===== config.mk =====
export PLATFORM = sky130hd
export DESIGN_NAME = dkong_coin_seq
export DESIGN_NICKNAME = d
export VERILOG_FILES = /design/src/rtl/dkong_coin_seq.sv
export SDC_FILE = /design/constraint.sdc
export NUM_CORES = 1
export LEC_CHECK = 0
export CORE_ASPECT_RATIO = 1.2
export CORE_MARGIN = 8
export CORE_UTILIZATION = 51
export CTS_CLUSTER_SIZE = 16
export DETAILED_ROUTE_END_ITERATION = 6
export GPL_TIMING_DRIVEN = 0
export PLACE_DENSITY = 0.73
export SETUP_SLACK_MARGIN = 0.02
export SYNTH_ARGS = -nofsm -noshare
export SYNTH_HDL_FRONTEND = slang
export SYNTH_SLANG_ARGS = --single-unit

===== constraint.sdc =====
create_clock -name clk_sys -period 2.9 [get_ports clk_sys]
set_input_delay 0.29 -clock clk_sys [delete_from_list [all_inputs] [get_ports clk_sys]]
set_output_delay 0.29 -clock clk_sys [all_outputs]
set_load 0.01 [all_outputs]

===== src/rtl/dkong_coin_seq.sv =====
// dkong_coin_seq: timed coin -> gap -> start pulse sequencer feeding the Donkey Kong core's active-low coin/start inputs.
// Optional build macro DKCOIN_COUNT_EN adds a saturating 16-bit coin_count output for OSD/debug readout.
module dkong_coin_seq #(
    parameter int TICK_DIV = 24576,
    parameter int COIN_MS  = 100,
    parameter int GAP_MS   = 150,
    parameter int START_MS = 100
) (
    input  logic        clk_sys,
    input  logic        RESET,
    input  logic        start1_req,
    input  logic        start2_req,
    input  logic        coin_req,
    output logic        coin_n,
    output logic        start1_n,
    output logic        start2_n,
    output logic        busy
`ifdef DKCOIN_COUNT_EN
    ,
    output logic [15:0] coin_count
`endif
);
    localparam int CG_MS  = COIN_MS > GAP_MS ? COIN_MS : GAP_MS;
    localparam int MAX_MS = CG_MS > START_MS ? CG_MS : START_MS;
    localparam int TW     = $clog2(MAX_MS + 1);
    localparam int PW     = $clog2(TICK_DIV);
    localparam logic [PW-1:0] PRESC_LAST = PW'(TICK_DIV - 1);
    localparam logic [TW-1:0] COIN_LAST  = TW'(COIN_MS - 1);
    localparam logic [TW-1:0] GAP_LAST   = TW'(GAP_MS - 1);
    localparam logic [TW-1:0] START_LAST = TW'(START_MS - 1);

    typedef enum logic [2:0] {S_IDLE, S_COIN, S_GAP, S_START, S_RELEASE} state_t;
    typedef enum logic [1:0] {P_NONE, P_S1, P_S2} pend_t;

    state_t        state_q, state_d;
    pend_t         pend_q, pend_d;
    logic          coins_q, coins_d;
    logic [PW-1:0] presc_q, presc_d;
    logic [TW-1:0] tick_q, tick_d;
    logic [TW-1:0] len_last;
    logic          s1_hist_q, s2_hist_q, coin_hist_q;
    logic          coin_n_q, start1_n_q, start2_n_q, busy_q;
    logic          rise_s1, rise_s2, rise_coin, wrap, expired, timed;
`ifdef DKCOIN_COUNT_EN
    logic [15:0]   count_q, count_d;
`endif

    assign coin_n   = coin_n_q;
    assign start1_n = start1_n_q;
    assign start2_n = start2_n_q;
    assign busy     = busy_q;
`ifdef DKCOIN_COUNT_EN
    assign coin_count = count_q;
`endif

    // Next-state: edge detect, tick timer expiry and sequence transitions
    always_comb begin
        rise_s1   = start1_req & ~s1_hist_q;
        rise_s2   = start2_req & ~s2_hist_q;
        rise_coin = coin_req & ~coin_hist_q;
        wrap      = presc_q == PRESC_LAST;
        len_last  = state_q == S_COIN ? COIN_LAST : state_q == S_GAP ? GAP_LAST : START_LAST;
        expired   = wrap && tick_q == len_last;
        state_d   = state_q;
        pend_d    = pend_q;
        coins_d   = coins_q;
        case (state_q)
            S_IDLE: begin
                if (rise_s2) begin
                    state_d = S_COIN;
                    coins_d = 1'b1;
                    pend_d  = P_S2;
                end else if (rise_s1) begin
                    state_d = S_COIN;
                    coins_d = 1'b0;
                    pend_d  = P_S1;
                end else if (rise_coin) begin
                    state_d = S_COIN;
                    coins_d = 1'b0;
                    pend_d  = P_NONE;
                end
            end
            S_COIN: if (expired) state_d = S_GAP;
            S_GAP: begin
                if (expired) begin
                    if (coins_q) begin
                        coins_d = 1'b0;
                        state_d = S_COIN;
                    end else begin
                        state_d = pend_q != P_NONE ? S_START : S_RELEASE;
                    end
                end
            end
            S_START: begin
                if (expired) begin
                    state_d = S_RELEASE;
                    pend_d  = P_NONE;
                end
            end
            S_RELEASE: if (!(start1_req || start2_req || coin_req)) state_d = S_IDLE;
            default: state_d = S_IDLE;
        endcase
        // Timer restarts on every state entry and idles at zero outside the timed states
        timed   = state_d inside {S_COIN, S_GAP, S_START};
        presc_d = (state_d != state_q || !timed || wrap) ? '0 : presc_q + PW'(1);
        tick_d  = (state_d != state_q || !timed) ? '0 : tick_q + TW'(wrap);
`ifdef DKCOIN_COUNT_EN
        count_d = (state_d == S_COIN && state_q != S_COIN && count_q != 16'hFFFF) ? count_q + 16'd1 : count_q;
`endif
    end

    // State, timer, history and outputs decoded from the next state so they move on the transition edge
    always_ff @(posedge clk_sys or posedge RESET) begin
        if (RESET) begin
            state_q     <= S_IDLE;
            pend_q      <= P_NONE;
            coins_q     <= 1'b0;
            presc_q     <= '0;
            tick_q      <= '0;
            s1_hist_q   <= 1'b0;
            s2_hist_q   <= 1'b0;
            coin_hist_q <= 1'b0;
            coin_n_q    <= 1'b1;
            start1_n_q  <= 1'b1;
            start2_n_q  <= 1'b1;
            busy_q      <= 1'b0;
`ifdef DKCOIN_COUNT_EN
            count_q     <= '0;
`endif
        end else begin
            state_q     <= state_d;
            pend_q      <= pend_d;
            coins_q     <= coins_d;
            presc_q     <= presc_d;
            tick_q      <= tick_d;
            s1_hist_q   <= start1_req;
            s2_hist_q   <= start2_req;
            coin_hist_q <= coin_req;
            coin_n_q    <= state_d != S_COIN;
            start1_n_q  <= !(state_d == S_START && pend_d == P_S1);
            start2_n_q  <= !(state_d == S_START && pend_d == P_S2);
            busy_q      <= state_d != S_IDLE;
`ifdef DKCOIN_COUNT_EN
            count_q     <= count_d;
`endif
        end
    end
endmodule


==> metrics.txt <==
status finished, final reports clean; Worst Skew roughly 7.1 ps; # DRC 0; GR Util All Layers 0.132; Final Cell Area just under 2000 um^2; total number of vias approximately 1300; post-synthesis sequential element count 36; Multi-input gate area about 820 um^2; Worst Tran Pin Value approximately 730 ps; Synth cell types 48; CP bufs+invs 0; I/O Pins 9; Top cell by count, worst path ha_1; Cell Area, Placed about 1900 um^2; Critical Path Slowest Stage Cell or4_4; WHS 440 ps; Layout area overhead 12.8%; CP arrival roughly 2800 ps; DIE AREA 5590 um^2; CTS clock-pin slew for the worst setup and hold paths ~70 ps; root buffer selected by CTS clkbuf_8; Routed Antenna Nets 0; Synth async-reset ratio 1.00; Post-synth EDFFs 0; M2 GR Usage 0.236; RSZ-0062 raised after global routing no; commonest non-fill, non-tap cell in the layout dfrtp_1; post-CTS setup buffers 0; initial antenna violation count 0; Die Span Y 80.3 um; Worst setup SP type flip-flop; Syn Area/Cell 10.4 um^2; H-tree level count 2; slowest stage delay, CP approximately 570 ps; First-pass DRT Iterations 4; Primary FF master, synth dfrtp_1; worst rel slew slack 0.515; Critical Path Stages 10; worst reg-to-reg path cell count 10; critical-path maximum fanout 6; clk_lat worst skew 290 ps; Final Setup Violations 0; fillcell total approximately 290; port buffer count 8; Setup TNS Final 0 ps; FF/Latch Area 905 um^2; DR WL/cell ~16 um; delay-heaviest family, CP simple AND/OR/NAND/NOR gates; yosys warns 0; DR iter-0 viols 51; Die X 69.6 um; Core ar. between 3000 and 4000 um^2; met1 Use GR 0.130; PD cells ~630 nW/um^2; critical setup path kind reg2reg; largest net degree at the start of global routing 37; crit share post-route 0.916; Critical Path RT 3050 ps; initial core utilization 0.531; most frequent cells in the layout dfrtp_1 (33), nor2_1 (30), xnor2_1 (13); met3 usage 0.0468; Final Hold Viols 0; nets about 190; Worst VDD drop about 530 uV; busiest grt layer met2; Cell Area, Synth ~1800 um^2; Final Critical Period between 2000 and 3000 ps; cells along the critical path ha_1 -> nand3_2 -> or4_4 -> nor3b_1 -> ha_1 -> ha_1 -> nand3_1 -> nor2_1 -> xnor2_1 -> nor2_1; max-slew violation count 0; total power 0.00124 W; post-DR vias/cell just under 6; grt total ovfl 0; clock sink count 36; fraction of layout cells with a size suffix above 1 0.114; Syn Inst Count 169; # rows 23; gpl congestion between 0.8 and 0.9; leakage between 0.8 and 0.9 nW; Worst Setup End Kind flip-flop; area leader, netlist dfrtp_1; post-synthesis sequential area ratio 0.515; Num CTS Buffers 5; DP Wirelength 2480 um; Reg-to-Reg End tick_q[6]; Mapped Nets between 150 and 200; largest cells by area after synthesis dfrtp_1 (47%), xnor2_1 (6.5%), nor2_1 (6.4%), dfstp_2 (4.5%), xor2_1 (2.5%); max_cap viols 0; Setup crit end tick_q[6]; first-pass GRT wire length approximately 6000 um; FF-to-FF Start presc_q[0]; Hold Path Class in2async; fmax between 0.3 and 0.4 GHz; Layout Utilization 0.599; CTS tree done; Routed Wire Length ~3500 um; FF-to-FF setup slack approximately 240 ps; CP startpoint presc_q[0]; diode count 0; vias in the first global route around 1400; clock tree buffer depth 2; top-area cell type share of the netlist area 0.470
==> repair_timing <==
item | CTS | global route
setup endpoints to repair | 0 | 10
hold buffers | 0 | 0
gates resized for setup | 0 | 1
endpoints found under the hold margin | 0 | 0
==> registers in the layout (all words and copies together) (netlist names) <==
name	cells
coins_q	1
coin_n	1
s2_hist_q	1
busy	1
presc_q	15
pend_q	2
start2_n	1
state_q	3
s1_hist_q	1
start1_n	1
tick_q	8
coin_hist_q	1
==> layout make-up <==
| class | instances | share of cell area |
|---|---|---|
| clock buffer | 8 | 0.0455 |
| buffer | 3 | 0.00568 |
| timing repair buffer | 8 | 0.0404 |
| tap | 37 | 0.0234 |
| inverter | 7 | 0.0133 |
| multi-input combinational | 123 | 0.415 |
| sequential | 36 | 0.456 |
==> cells in the mapped netlist (all sizes together), types with 2 or more instances <==
master and count:
nor4 3, nand3 7, or4 2, nand3b 2, inv 7, or3 3
nand4 5, dfrtp 33, nand2 11, nor2b 2, nand2b 4, o41ai 2
nor2 30, and3 3, nor3 3, a311oi 2, xor2 5, ha 3
a21oi 2, xnor2 13, clkbuf 3, dfstp 3
==> power by group <==
part | internal [W] | total [W] | switching, W | leakage, nW
combinational | 0.000109 | 0.000251 | 0.000142 | 0.347
sequential | 0.000569 | 0.000625 | 0.0000554 | 0.466
clock | 0.000194 | 0.000366 | 0.000172 | 0.0455
total | 0.000872 | 0.00124 | 0.000370 | 0.858
==> stage by stage <==
stage          instances  setup slack, ps
3_5_place_dp         214              244
5_1_grt              222             80.0
3_3_place_gp         214              321
6_report             222              244
4_1_cts              222              222
2_1_floorplan        169              532
==> per-layer routing <==
layer  routed length (um)  vias up
li1                     -      627
met1                 1410      660
met2                 1840       29
met3                  147        8
met4                   77        0
met5                    0        -
==> cell families after synthesis <==
group	share of synthesized area
and+or+nand+nor	0.254
buffers and inverters	0.0214
DFF	0.515
AOI/OAI and AO/OA	0.0983
xor gates and xnor gates	0.0897
adders and majority gates	0.0214
==> worst min-delay path by stage <==
stage | cells past startpoint | slack, ps | end
after floorplan | 0 | 320 | coin_hist_q
after global placement | 1 | 480 | presc_q[0]
after detailed placement | 1 | 480 | presc_q[0]
after CTS | 1 | 480 | s1_hist_q
after global routing | 1 | 490 | s1_hist_q
final | 2 | 440 | presc_q[3]
Note: power is estimated with default switching activity, not from simulation.
